File: src/rtl/rv32i_types.sv
// Shared types for the RV32I pipeline control path: controller state and the
// bundle of register-enable / bubble-insert signals it drives.
package rv32i_types;

  typedef enum logic [1:0] {
    RUN    = 2'd0,
    I_WAIT = 2'd1,
    D_WAIT = 2'd2
  } ctrl_state_t;

  typedef struct packed {
    logic load_pc;
    logic load_if_id;
    logic load_id_ex;
    logic load_ex_mem;
    logic load_mem_wb;
    logic flush_if_id;
    logic flush_id_ex;
  } ctrl_out_t;

  // Canned output patterns, one per priority level of the controller.
  localparam ctrl_out_t CTRL_RUN      = '{1'b1, 1'b1, 1'b1, 1'b1, 1'b1, 1'b0, 1'b0};
  localparam ctrl_out_t CTRL_HOLD     = '{1'b0, 1'b0, 1'b0, 1'b0, 1'b0, 1'b0, 1'b0};
  localparam ctrl_out_t CTRL_REDIRECT = '{1'b1, 1'b1, 1'b1, 1'b1, 1'b1, 1'b1, 1'b1};
  localparam ctrl_out_t CTRL_BUBBLE   = '{1'b0, 1'b0, 1'b1, 1'b1, 1'b1, 1'b0, 1'b1};
  localparam ctrl_out_t CTRL_ISTALL   = '{1'b0, 1'b1, 1'b1, 1'b1, 1'b1, 1'b1, 1'b0};
  localparam ctrl_out_t CTRL_RESET    = '{1'b0, 1'b0, 1'b0, 1'b0, 1'b0, 1'b1, 1'b1};

endpackage

File: src/rtl/pipeline_ctrl_perf_counter.sv
// Free-running event counter; wraps naturally at 2^W.
module perf_counter #(
  parameter int W = 32
) (
  input  logic         clk,
  input  logic         rst_n,
  input  logic         inc_i,
  output logic [W-1:0] cnt_o
);

  logic [W-1:0] cnt_q;
  logic [W-1:0] cnt_d;

  always_comb begin
    cnt_d = cnt_q;
    if (inc_i) cnt_d = cnt_q + W'(1);
  end

  always_ff @(posedge clk or negedge rst_n) begin
    if (!rst_n) cnt_q <= '0;
    else        cnt_q <= cnt_d;
  end

  assign cnt_o = cnt_q;

endmodule

File: src/rtl/pipeline_ctrl.sv
// Five-stage pipeline hazard/stall controller: resolves memory stalls, load-use
// hazards and EX redirects into register enables and bubble inserts.
module pipeline_ctrl
  import rv32i_types::*;
#(
  parameter int CNT_W = 32
) (
  input  logic             clk,
  input  logic             rst_n,
  input  logic             imem_req,
  input  logic             imem_resp,
  input  logic             dmem_req,
  input  logic             dmem_resp,
  input  logic             ex_mem_read,
  input  logic [4:0]       ex_rd,
  input  logic [4:0]       id_rs1,
  input  logic [4:0]       id_rs2,
  input  logic             id_use_rs1,
  input  logic             id_use_rs2,
  input  logic             ex_redirect,
  output logic             load_pc,
  output logic             load_if_id,
  output logic             load_id_ex,
  output logic             load_ex_mem,
  output logic             load_mem_wb,
  output logic             flush_if_id,
  output logic             flush_id_ex,
  output logic [CNT_W-1:0] stall_cnt,
  output logic [CNT_W-1:0] redirect_cnt
);

  ctrl_state_t state_q, state_d;
  logic        squash_q, squash_d;
  ctrl_out_t   ctrl;
  logic        dstall, istall, hazard;
  logic        redirect_hit;

  assign dstall = dmem_req & ~dmem_resp;
  assign istall = imem_req & ~imem_resp;
  assign hazard = ex_mem_read & (ex_rd != 5'd0) &
                  ((id_use_rs1 & (id_rs1 == ex_rd)) | (id_use_rs2 & (id_rs2 == ex_rd)));

  always_comb begin
    ctrl         = CTRL_RUN;
    state_d      = RUN;
    squash_d     = squash_q;
    redirect_hit = 1'b0;

    if (dstall) begin
      ctrl    = CTRL_HOLD;
      state_d = D_WAIT;
    end else if (ex_redirect) begin
      ctrl         = CTRL_REDIRECT;
      redirect_hit = 1'b1;
      state_d      = istall ? I_WAIT : RUN;
      // A fetch still in flight belongs to the wrong path; remember to drop it.
      if (istall)         squash_d = 1'b1;
      else if (imem_resp) squash_d = 1'b0;
    end else begin
      if (hazard) begin
        ctrl    = CTRL_BUBBLE;
        state_d = istall ? I_WAIT : RUN;
      end else if (istall) begin
        ctrl    = CTRL_ISTALL;
        state_d = I_WAIT;
      end
      // Wrong-path fetch returns: discard it instead of latching it into ID.
      if (squash_q && imem_resp && (state_q != RUN)) begin
        ctrl.flush_if_id = 1'b1;
        squash_d         = 1'b0;
      end
    end

    if (!rst_n) ctrl = CTRL_RESET;
  end

  always_ff @(posedge clk or negedge rst_n) begin
    if (!rst_n) begin
      state_q  <= RUN;
      squash_q <= 1'b0;
    end else begin
      state_q  <= state_d;
      squash_q <= squash_d;
    end
  end

  assign load_pc     = ctrl.load_pc;
  assign load_if_id  = ctrl.load_if_id;
  assign load_id_ex  = ctrl.load_id_ex;
  assign load_ex_mem = ctrl.load_ex_mem;
  assign load_mem_wb = ctrl.load_mem_wb;
  assign flush_if_id = ctrl.flush_if_id;
  assign flush_id_ex = ctrl.flush_id_ex;

  perf_counter #(.W(CNT_W)) u_stall_cnt (
    .clk   (clk),
    .rst_n (rst_n),
    .inc_i (~ctrl.load_pc),
    .cnt_o (stall_cnt)
  );

  perf_counter #(.W(CNT_W)) u_redirect_cnt (
    .clk   (clk),
    .rst_n (rst_n),
    .inc_i (redirect_hit),
    .cnt_o (redirect_cnt)
  );

endmodule
File: config.mk
export PLATFORM = sky130hd
export DESIGN_NAME = pipeline_ctrl
export DESIGN_NICKNAME = d
export VERILOG_FILES = /design/src/rtl/rv32i_types.sv /design/src/rtl/pipeline_ctrl_perf_counter.sv /design/src/rtl/pipeline_ctrl.sv
export SDC_FILE = /design/constraint.sdc
export NUM_CORES = 1
export LEC_CHECK = 0
export ABC_CLOCK_PERIOD_IN_PS = 1700
export CAP_MARGIN = 25
export CORE_MARGIN = 5
export CORE_UTILIZATION = 43
export CTS_CLUSTER_SIZE = 20
export DETAILED_ROUTE_END_ITERATION = 7
export PLACE_DENSITY = 0.84
export SLEW_MARGIN = 20
export SYNTH_ARGS = -nofsm -noshare
export SYNTH_HDL_FRONTEND = slang
export SYNTH_SLANG_ARGS = --single-unit
File: constraint.sdc
create_clock -name clk -period 1.7 [get_ports clk]
set_input_delay 0.17 -clock clk [delete_from_list [all_inputs] [get_ports clk]]
set_output_delay 0.17 -clock clk [all_outputs]
set_load 0.05 [all_outputs]
**After elaboration in Yosys (flattened, before gate mapping)**

Index checks and enable logic that the tools add are counted.
Widths: inputs -> output; s select.

- Bits in registers: 67
- Bits in latches: 0
- RAM bits: 0
- Bits in read-only memories: 0
- Input bits: 25
- Output and inout port bits: 71
- Memories: 0

- Add/subtract/negate cells: 2
- Multipliers: 0
- Divide/modulo/power cells: 0
- $lt $le $gt $ge: 0
- Eq/ne operators: 3
- Shift-type cells: 0
- Mux-type cells: 14
- Bitwise operators: 10
- Reduce and logical (&&, ||, !) cells: 6

Operators by type and width:

| cell | count |
|---|---|
| $add 32x1->32 const B | 2 |
| $mux 7 | 5 |
| $eq 5x5->1 | 2 |
| $mux 1 | 8 |
| $and 1x1->1 | 6 |
| $reduce_bool 5->1 | 1 |
| $reduce_bool 2->1 | 2 |
| $ne 3x2->1 const B | 1 |
| $not 1->1 | 3 |
| $reduce_and 3->1 | 1 |
| $logic_and 1x1->1 | 2 |
| $mux 2 | 1 |
| $or 1x1->1 | 1 |

**Depth between registers and ports, before layout**

- Depth after elaboration: 9
- Mapped depth: 7
- Depth with buffers taken out: 7

**Hierarchy**

A second synthesis with hierarchy kept.

- Cells, all modules: 288
- Area total of the unflattened synthesis: 3251.9 sq um

Modules (own cells, without submodules):

| module | instances | cells each | area each (sq um) |
|---|---|---|---|
| perf_counter | 2 | 123 | 1448.9 |
| pipeline_ctrl | 1 | 42 | 354.1 |

**Least setup slack after synthesis**

OpenSTA, ideal clock, no wires.

- Kind: input port to output port
- Start point: input port ex_rd[1]
- End point: output port flush_if_id
- Arrival time: 2.871 ns
- Setup slack: -1.341 ns
- Stages: 4
- Cells stage by stage: or4_1 o21ai_1 and2b_1 o311ai_0

- Longest elaborated chain between the ends: 9
- Elaborated cells on any way between the ends: 13

RTL lines:

| item | line | source |
|---|---|---|
| from (decl) | pipeline_ctrl.sv:15 | `input logic [4:0] ex_rd,` |
| $eq 5x5->1 | pipeline_ctrl.sv:41 | `((id_use_rs1 & (id_rs1 == ex_rd)) \| (id_use_rs2 & (id_rs2 == ex_rd)));` |
| $and 1x1->1 | pipeline_ctrl.sv:41 |  |
| $or 1x1->1 | pipeline_ctrl.sv:41 |  |
| $and 1x1->1 * | pipeline_ctrl.sv:40 | `assign hazard = ex_mem_read & (ex_rd != 5'd0) &` |
| $mux 7 * | pipeline_ctrl.sv:60 | `if (hazard) begin` |
| $mux 1 * | pipeline_ctrl.sv:68 | `if (squash_q && imem_resp && (state_q != RUN)) begin` |
| $mux 7 * | pipeline_ctrl.sv:52 | `end else if (ex_redirect) begin` |
| $mux 7 * | pipeline_ctrl.sv:49 | `if (dstall) begin` |
| $mux 7 * | pipeline_ctrl.sv:74 | `if (!rst_n) ctrl = CTRL_RESET;` |
| to (decl) | pipeline_ctrl.sv:26 | `output logic flush_if_id,` |

Mark *: on every way between the ends. The rest lies on a longest branch, timed or not.

**Worst setup path in the final report**

- Start point: input port ex_rd[2]
- End point: output port flush_if_id

Same word-level chain as after synthesis.

==> flow_metrics.env <==
export IMPL_outcome="complete, but fails checks"
export IMPL_violations="setup timing"
export IMPL_post_drt_wl_per_cell_um=15.2
export IMPL_yosys_warnings=0
export IMPL_fmax_mhz=558
export IMPL_netlist_area_sq_mm=0.00323
export IMPL_cts_buffer_depth=2
export IMPL_final_hold_violation_count=0
export IMPL_startpoint="ex_rd[2]"
export IMPL_portBuffers=95
export IMPL_layout_common_cells="buf_4, xnor2_1, dfrtp_2"
export IMPL_final_common_cell="buf_4"
export IMPL_antenna_cells=0
export IMPL_synthCells=293
export IMPL_yosys_top_cells_area="dfrtp_1, xnor2_1, xor2_1"
export IMPL_finalWorstSetupSlack_ns=-0.0913
export IMPL_hpwl_um=6070
export IMPL_fp_row_count=31
export IMPL_clock_skew_ns=0.0112
export IMPL_ctsHtreeMaxLevel=3
export IMPL_numCtsBuffers=9
export IMPL_crit_family="simple AND/OR/NAND/NOR gates"
export IMPL_min_path_type="in2async"
export IMPL_place_gp_congestion=0.858
export IMPL_finalSetupViolCount=3
export IMPL_arrival_ns=1.62
export IMPL_die_w_um=96.7
export IMPL_overflow=0
export IMPL_worst_pin_slew_ns=0.881
export IMPL_yosysUniqueCellTypes=40
export IMPL_slew_limit_headroom_pct=41.3
export IMPL_initial_utilization_pct=44.3
export IMPL_slew_viol_final=0
export IMPL_dieArea_sq_mm=0.00935
export IMPL_end_kind="output pin"
export IMPL_worst_path_stages=6
export IMPL_fin_hold_ws_ns=0.0597
export IMPL_cts_sinks=67
export IMPL_yosysSeqAreaShare_pct=51.9
export IMPL_antenna_found_initial=0
export IMPL_synth_net_count=320
export IMPL_syn_to_final_growth_pct=63.7
export IMPL_ir_drop_mv=0.960
export IMPL_vias=2839
export IMPL_worstSkewPairLatency_ns=0.34
export IMPL_synthDominantCellAreaShare_pct=51.9
export IMPL_cp_required_ns=1.53
export IMPL_r2r_cells=7
export IMPL_cts_tree="done"
export IMPL_grt_pass1_wl_um=14300
export IMPL_r2r_start="u_stall_cnt.cnt_o[12]"
export IMPL_cts_root_buf="clkbuf_8"
export IMPL_nNetsFinal=489
export IMPL_min_period_over_period_pct=105
export IMPL_die_h_um=96.7
export IMPL_drv_cap=0
export IMPL_slowest_delay_ns=0.52
export IMPL_path_class="in2out"
export IMPL_wl_um=8620
export IMPL_syn_area_per_cell_sq_um=11.0
export IMPL_drc=0
export IMPL_crit_chain="buf_6 -> or4_4 -> o21ai_2 -> and2b_2 -> o311ai_4 -> buf_12"
export IMPL_power_density_mw_per_mm2=1140
export IMPL_critPathMaxFanout=2
export IMPL_yosysTopAreaCell="dfrtp_1"
export IMPL_holdBufCountCts=0
export IMPL_crit_buf_inv=2
export IMPL_worst_path_max_delay_cell="or4_4"
export IMPL_ant_nets=0
export IMPL_min_period_ns=1.79
export IMPL_dr_pass1_iters=4
export IMPL_synth_seq_cells=67
export IMPL_io_pins=96
export IMPL_clk_pin_slew_worst_paths_ns=0.07
export IMPL_grt_max_degree=70
export IMPL_drt_vias_per_instance=5.02
export IMPL_grt_usage_pct=18.3
export IMPL_core_area_sq_mm=0.00729
export IMPL_drive_above_1_share_pct=51.6
export IMPL_fin_util_pct=72.6
export IMPL_rsz0062_at_grt="true"
export IMPL_grt_pass1_vias=3070
export IMPL_p_leak_nw=2.41
export IMPL_cp_start_kind="input pin"
export IMPL_drt_initial_drc_count=90
[area by class of cell]
type	instances	area (sq um)
fill	549	2000
timing repair buffer	166	1430
clock inverter	4	73.8
sequential	67	1720
inverter	5	18.8
clock buffer	12	145
multi-input combinational	213	1790
tap	99	124
[synth_stat cells]
cell type	instances
a21boi_0	1
a21oi_1	1
a21oi_4	1
a31oi_1	1
and2_1	2
and2b_1	1
and3_1	8
and4_1	5
and4bb_2	1
buf_2	2
buf_4	5
buf_6	1
dfrtp_1	67
ha_1	2
inv_1	5
mux2_1	1
mux2_2	1
nand2_1	27
nand2b_1	2
nand2b_2	1
nand3_1	19
nand3_2	1
nand4_1	14
nor2_1	13
nor3_1	12
nor3_2	1
nor3b_1	3
nor4_1	9
nor4_2	1
nor4_4	1
nor4b_1	3
o211a_1	1
o21ai_0	3
o21ai_1	1
o22ai_2	1
o311ai_0	1
or3_2	1
or4_1	1
xnor2_1	40
xor2_1	32
[through the flow]
stage	power, mW	std cells	setup WS (ns)	setup TNS [ns]	area (sq um)
after CTS	5.96	561	-0.0913	-0.145	5150
after global placement	4.40	535	-0.531	-20.84	4840
after floorplan	3.52	293	-0.153	-2.61	3470
final	6.03	566	-0.0913	-0.168	5290
after global routing	6.32	566	-0.132	-1.04	5290
after detailed placement	4.46	535	-0.585	-23.35	4840
[final timing paths]
check,endpoint,slack [ns]
worst max-delay path,flush_if_id,-0.09
worst min-delay path,u_stall_cnt.cnt_o[2],0.06
worst max register to register,u_stall_cnt.cnt_o[31],0.03
worst min register to register,u_redirect_cnt.cnt_o[31],0.46
max in group asynchronous,u_stall_cnt.cnt_o[8],0.99
min in group clk,state_q[1],0.33
[layer usage]
metal	global-route usage [%]	wire length, um	vias to the layer above
li1	-	-	1359
met4	5.62	167	0
met1	22.3	3630	1383
met3	6.19	525	15
met5	0	0	-
met2	30.5	4290	82
[sequential cells by signal (all words and copies together) (netlist names)]
signal / count
squash_q: 1
state_q: 2
u_redirect_cnt.cnt_o: 32
u_stall_cnt.cnt_o: 32
[report_power, final]
group          internal, mW  total [mW]  switching, mW
Combinational         0.933        2.44           1.51
Sequential             1.87        2.12          0.250
Clock                 0.868        1.46          0.597
Total                  3.67        6.03           2.35
[worst reg2reg max path: stages, from the launching register on]
cell,delay [ns]
dfrtp_2,0.36
nand4_1,0.14
nor3_2,0.21
and3_4,0.23
nand3_4,0.13
buf_4,0.17
nor4_4,0.21
xor2_1,0.15
[cell families after synthesis]
group,after synthesis,synth area share (%)
compound gates,11,2.67
fa+ha+maj,2,0.774
xor+xnor,72,19.5
flops,67,51.9
simple gates,126,22.1
buf+inv,13,2.40
mux,2,0.697
[what timing repair did]
| item | 4_1_cts | 5_1_grt |
|---|---|---|
| gates resized for setup | 44 | 23 |
| endpoints found under the hold margin | 0 | 0 |
| setup endpoints to repair | 44 | 38 |
| setup buffers | 10 | 5 |
| pin swaps | 21 | 13 |
(Power assumes the default switching activity.)
==> patch 1: new RTL, config.mk and constraints unchanged <==
Set the parameter `CNT_W` to 40 (it was 32).
--- a/src/rtl/pipeline_ctrl.sv
+++ b/src/rtl/pipeline_ctrl.sv
@@ -3,7 +3,7 @@
 module pipeline_ctrl
   import rv32i_types::*;
 #(
-  parameter int CNT_W = 32
+  parameter int CNT_W = 40
 ) (
   input  logic             clk,
   input  logic             rst_n,
Interface: changed (resized redirect_cnt and stall_cnt); port bits go from 96 to 112. The function was not compared with the original's and may differ.
==> patch 1 against the unedited design <==
- the flow still finishes with violations (setup timing)
- combinational power is 22% lower
- wire length is 33% higher
- total power is 7.3% lower
- sequential cell count is 16 higher
- synthesized area is 25% higher
- count of clock-buffer cells in the layout is 2 lower
- cell area is 22% higher
- non-clock buffer count is 25 higher
- die area is 22% higher
- setup slack better by 5.0 ps
- first-iteration DRC count is 33% higher
- sequential share of layout area is 0.51 points higher
- global-route usage is 1.6 points higher
- via count is 24% higher
- largest cell class unchanged
- largest power group is now sequential cells
==> patch 1: results (changes against the unedited design) <==
- Met1 Resource Use GR: 25.1% (was 22.3%)
- Post-Synthesis Mean Instance Area: 10.9 µm² (was 11.0 µm²)
- First-pass GRT wire length: 18.2 mm (was 14.3 mm)
- Unique masters post-synth: 43 (was 40)
- Count of buffers inserted at the top-level ports: 111 (was 95)
- Met2 Usage GRT: 33.7% (was 30.5%)
- Proportion of power drawn by the clock network: 24.8% (was 24.3%)
- Cell total after placement: 653 (was 535)
- Total via count after detailed routing: 3517 (was 2839)
- Pin count of the biggest net entering global routing: 84 (was 70)
- Met2 WL post-DR: 5.92 mm (was 4.29 mm)
- Synthesized-area fraction occupied by adder cells: 0.619% (was 0.774%)
- Destination of the worst register-to-register timing path: u_stall_cnt.cnt_o[26]$_DFFE_PN0N_ (was u_stall_cnt.cnt_o[31]$_DFFE_PN0N_)
- Class of the tightest hold or removal check: reg2reg (was in2async)
- Clk tree area frac: 2.99% (was 4.14%)
- Clock buffer cells: 10 (was 12)
- Vias in the first global route: 3641 (was 3070)
- Clock-pin slew on the worst setup and hold paths: 100 ps (was 70 ps)
- Layout filler cell count: 658 (was 549)
- Number of combinational gates with multiple inputs: 264 (was 213)
- Hold WS: 470 ps (was 59.7 ps)
- Met3 wire length: 571 µm (was 525 µm)
- Worst setup path endpoint: u_stall_cnt.cnt_o[26]$_DFFE_PN0N_ (was flush_if_id)
- Post-route worst setup slack: -86.3 ps (was -91.3 ps)
- Bufs w/o clock: 191 (was 166)
- Pint: 3460 µW (was 3670 µW)
- Area share of xor/xnor cells in the synthesized design: 19.1% (was 19.5%)
- Relative slew margins: 65.6% (was 41.3%)
- Sequential cell area in the final layout: 2120 µm² (was 1720 µm²)
- Run status: complete, but fails checks (unchanged)
- Area fraction in compound gates after synthesis: 2.66% (was 2.67%)
- Peak supply drop: 0.607 mV (was 0.960 mV)
- Critical path type: reg2reg (was in2out)
- Data arrival time of the worst path: 2010 ps (was 1620 ps)
- Global routing usage on met3: 4.15% (was 6.19%)
- DRT Wirelength: 11.4 mm (was 8.62 mm)
- Non-clock inverter count in the final layout: 13 (was 5)
- Synth Net Count: 399 (was 320)
- Average via count per standard cell: 5.19 (was 5.02)
- Slowest CP cell: dfrtp_2 (was or4_4)
- Count of endpoints failing setup in the final report: 25 (was 3)
- Fraction of layout cells with a size suffix above 1: 51.3% (was 51.6%)
- Seq cells post-synth: 83 (was 67)
- Final clock skew: 19.1 ps (was 11.2 ps)
- Placement Cell Area: 5830 µm² (was 4840 µm²)
- Worst slack, placed: -619 ps (was -585 ps)
- Tot GR Track Use: 19.8% (was 18.3%)
- Violated checks: setup timing (unchanged)
- Top cells by area, synth: dfrtp_1 (51%), xnor2_1 (16%), nand3_1 (4.7%), nand4_1 (4.2%), xor2_1 (3.5%) (was dfrtp_1 (52%), xnor2_1 (11%), xor2_1 (8.7%), nand2_1 (3.1%), nand3_1 (2.9%))
- Final sum of negative setup slack: -965 ps (was -168 ps)
- Routed metal-1 wirelength: 4.75 mm (was 3.63 mm)
- Layout net count: 589 (was 489)
patch 1: cell count changes after synthesis, moves of 4 or more:
cell,before,now
nor3_1,12,5
nand4_1,14,27
nor4_1,9,1
nor2_1,13,18
inv_1,5,13
xor2_1,32,16
dfrtp_1,67,83
nand3_1,19,38
and3_1,8,17
xnor2_1,40,72
and2_1,2,6
patch 1: repair_timing:
action	CTS	global route
pin swaps	27	33
gates resized for setup	78	42
hold buffers	1	0
hold endpoints to repair	83	0
setup endpoints to repair	58	50
setup buffers	4	4
cloned	0	1
patch 1: cells by family after synthesis:
kind of cell / count (synthesis)
flip-flops: 83
AO/OA/AOI/OAI: 11
buffers and inverters: 25
adder cells (fa/ha/maj): 2
AND/OR/NAND/NOR: 162
XOR/XNOR: 88
multiplexers: 1
patch 1: critical path: cells and delay by family (launching register included):
family / cells / cell delay [ps]
xor gates and xnor gates: 1 / 140
buffers and inverters: 1 / 170
DFF: 1 / 380
and+or+nand+nor: 5 / 960
==> patch 2: new RTL, same settings <==
Made on the original files. Reset style: synchronous (`rst_n`), changed in 2 clocked blocks.
--- a/src/rtl/pipeline_ctrl_perf_counter.sv
+++ b/src/rtl/pipeline_ctrl_perf_counter.sv
@@ -16,7 +16,7 @@
     if (inc_i) cnt_d = cnt_q + W'(1);
   end
 
-  always_ff @(posedge clk or negedge rst_n) begin
+  always_ff @(posedge clk) begin
     if (!rst_n) cnt_q <= '0;
     else        cnt_q <= cnt_d;
   end
--- a/src/rtl/pipeline_ctrl.sv
+++ b/src/rtl/pipeline_ctrl.sv
@@ -74,7 +74,7 @@
     if (!rst_n) ctrl = CTRL_RESET;
   end
 
-  always_ff @(posedge clk or negedge rst_n) begin
+  always_ff @(posedge clk) begin
     if (!rst_n) begin
       state_q  <= RUN;
       squash_q <= 1'b0;
Behaviour: differs if rst_n is asserted again (counterexample within 4 cycles, from zero or initial values and one cycle with rst_n low); with rst_n held inactive, the same outputs for 10 cycles.
==> patch 2 against the unedited design <==
- the run still ends with setup timing left
- wire length grew 28%
- clock skew up 0.64 ps
- setup slack gained 16 ps
- maximum frequency is 0.92% higher
- cell count increased by 24%
- sequential cell count unchanged
- sequential share of layout area fell by 6.9 points
- cell area rose by 8.8%
- register-to-register slack worse by 80 ps
- synthesized area grew 11%
- first-iteration DRC count is 60% higher
Power is not compared: it rests on default switching activity, and its combinational part moved more than twofold at a synthesized area within 25%.
==> patch 2: results (changes against the unedited design) <==
- Run status: complete, but fails checks (unchanged)
- Violated checks: setup timing (unchanged)
- Fraction of layout cells with a size suffix above 1: 42.5% (was 51.6%)
- Post-synthesis sequential area ratio: 37.3% (was 51.9%)
- Top cells by area, synth: dfxtp_1 (37%), mux2i_1 (8.4%), xnor2_1 (6.1%), nand2_1 (5.8%), nand2b_1 (5.4%) (was dfrtp_1 (52%), xnor2_1 (11%), xor2_1 (8.7%), nand2_1 (3.1%), nand3_1 (2.9%))
- Highest routed layer: met4 (unchanged)
- Clk root buf: clkbuf_8 (unchanged)
- Worst slack, placed: -596 ps (was -585 ps)
- Layout Cells excl Fill: 701 (was 566)
- Routed metal-1 wirelength: 4.40 mm (was 3.63 mm)
- First-pass detailed-route iteration total: 4 (unchanged)
- Average via count per standard cell: 5.39 (was 5.02)
- DRT Wirelength: 11.0 mm (was 8.62 mm)
- Met3 wire length: 566 µm (was 525 µm)
- Insertion delay of the later-clocked pin in the worst-skew pair: 340 ps (about the same)
- Async set-reset flop share out of synthesis: 0% (was 100%)
- Placer congestion estimate: 0.827 (was 0.858)
- Synth warn: 0 (unchanged)
- Worst setup slack for register-to-register paths: -50 ps (was 30 ps)
- Tot GR Track Use: 20.5% (was 18.3%)
- Post-Syn Instances: 445 (was 293)
- Post-route worst setup slack: -74.9 ps (was -91.3 ps)
- Tightest Pin Transition: 564 ps (was 881 ps)
- Unique masters post-synth: 40 (unchanged)
- Pin count of the biggest net entering global routing: 61 (was 70)
- Synth Net Count: 472 (was 320)
- Count of buffers inserted at the top-level ports: 95 (unchanged)
- Count of endpoints failing setup in the final report: 15 (was 3)
- Top cell types by occurrence after synthesis: dfxtp_1 (67), nand2_1 (56), nor2_1 (41) (was dfrtp_1 (67), xnor2_1 (40), xor2_1 (32))
- Number of antenna violations at the first check in global routing: 1 (was 0)
- Largest driver fanout on the critical path: 4 (was 2)
- Data arrival time of the worst path: 1600 ps (was 1620 ps)
- First-pass GRT wire length: 17.3 mm (was 14.3 mm)
- Layout net count: 617 (was 489)
- Layout filler cell count: 592 (was 549)
- TritonCTS Buffers: 9 (unchanged)
- Met2 WL post-DR: 5.77 mm (was 4.29 mm)
- Cell total after placement: 673 (was 535)
- Buffer depth of the longest clock path: 2 (unchanged)
- Peak supply drop: 0.419 mV
- Vias in the first global route: 3724 (was 3070)
- H-tree level count: 3 (unchanged)
- Cell leakage power: 0.00252 µW
- Startpoint kind of the worst setup timing path: primary input (unchanged)
- Final clock skew: 11.9 ps (was 11.2 ps)
- DP Wirelength: 7.55 mm (was 6.07 mm)
- Final sum of negative setup slack: -374 ps (was -168 ps)
- Pint: 2420 µW
- Drt initial violations: 144 (was 90)
- Class of the tightest hold or removal check: in2reg (was in2async)
- Most frequently used flop master after synthesis: dfxtp_1 (was dfrtp_1)
- Clock-pin slew on the worst setup and hold paths: 70 ps (about the same)
patch 2: changes by cell type in the layout (fill, tap and decap cells not counted), moves of 28 or more:
| cell | delta |
|---|---|
| mux2i_1 | +30 |
| dfrtp_1 | -33 |
| buf_4 | -31 |
| nand2_1 | +30 |
| dfxtp_4 | +28 |
| dfrtp_2 | -34 |
| nand2b_1 | +28 |
| nor2_1 | +28 |
patch 2: worst paths after layout:
check / from / end / depth (start not counted)
setup / recovery: ex_rd[4] / load_pc / 6
hold / removal: rst_n / u_stall_cnt.cnt_o[1]$_SDFFE_PN0N_ / 3
setup reg to reg: u_redirect_cnt.cnt_o[23]$_SDFFE_PN0P_ / u_redirect_cnt.cnt_o[27]$_SDFFE_PN0P_ / 5
hold reg to reg: u_stall_cnt.cnt_o[31]$_SDFFE_PN0N_ / u_stall_cnt.cnt_o[31]$_SDFFE_PN0N_ / 2
patch 2: what timing repair did:
action | CTS | global route
gates resized for setup | 72 | 62
pin swaps | 23 | 23
setup buffers | 3 | 8
endpoints found under the setup margin | 60 | 44
patch 2: routing by layer:
layer  GRT usage, %  up-vias
li1               -     1816
met1           25.0     1824
met2           36.0      111
met3           3.99       25
met4           7.06        0
met5              0        -
patch 2: power groups by stage:
stage | clock network [µW] | registers (µW) | logic (µW)
floorplan | 0 | 1640 | 187
global placement | 0 | 1600 | 401
detailed placement | 0 | 1600 | 417
CTS | 1310 | 1560 | 431
global route | 1390 | 1560 | 495
finish | 1290 | 1560 | 469
patch 2: cell type report:
class / count / area, µm² / share of cell area (%)
Multi-Input combinational cell: 341 / 2470 / 42.8
Sequential cell: 67 / 1480 / 25.6
Timing Repair Buffer: 161 / 1460 / 25.3
Clock buffer: 11 / 131 / 2.28
Tap cell: 105 / 131 / 2.28
Clock inverter: 5 / 53.8 / 0.934
Inverter: 10 / 41.3 / 0.717
Antenna cell: 1 / 2.50 / 0.0434
patch 2: stage by stage:
stage / util [%] / cell area, µm² / power [µW] / hold WS, ps
2_1_floorplan: - / 3860 / 1820 / 340
3_3_place_gp: 63.7 / 5200 / 2000 / 456
3_5_place_dp: 63.7 / 5200 / 2020 / 466
4_1_cts: 66.9 / 5470 / 3310 / 145
5_1_grt: 70.4 / 5760 / 3450 / 198
6_report: 70.4 / 5760 / 3320 / 190
patch 2: cell families after synthesis:
kind of cell,count (synthesis),share of synthesized area (%)
AND/OR/NAND/NOR,221,32.4
flip-flops,67,37.3
AO/OA/AOI/OAI,50,7.48
XOR/XNOR,38,9.26
buffers and inverters,37,4.45
multiplexers,30,8.35
adder cells (fa/ha/maj),2,0.696
patch 2: critical path: stages:
cell and delay (ps):
buf_8 100, or4_4 520, o21a_4 240, and3b_2 270, nor2_4 140, buf_12 150
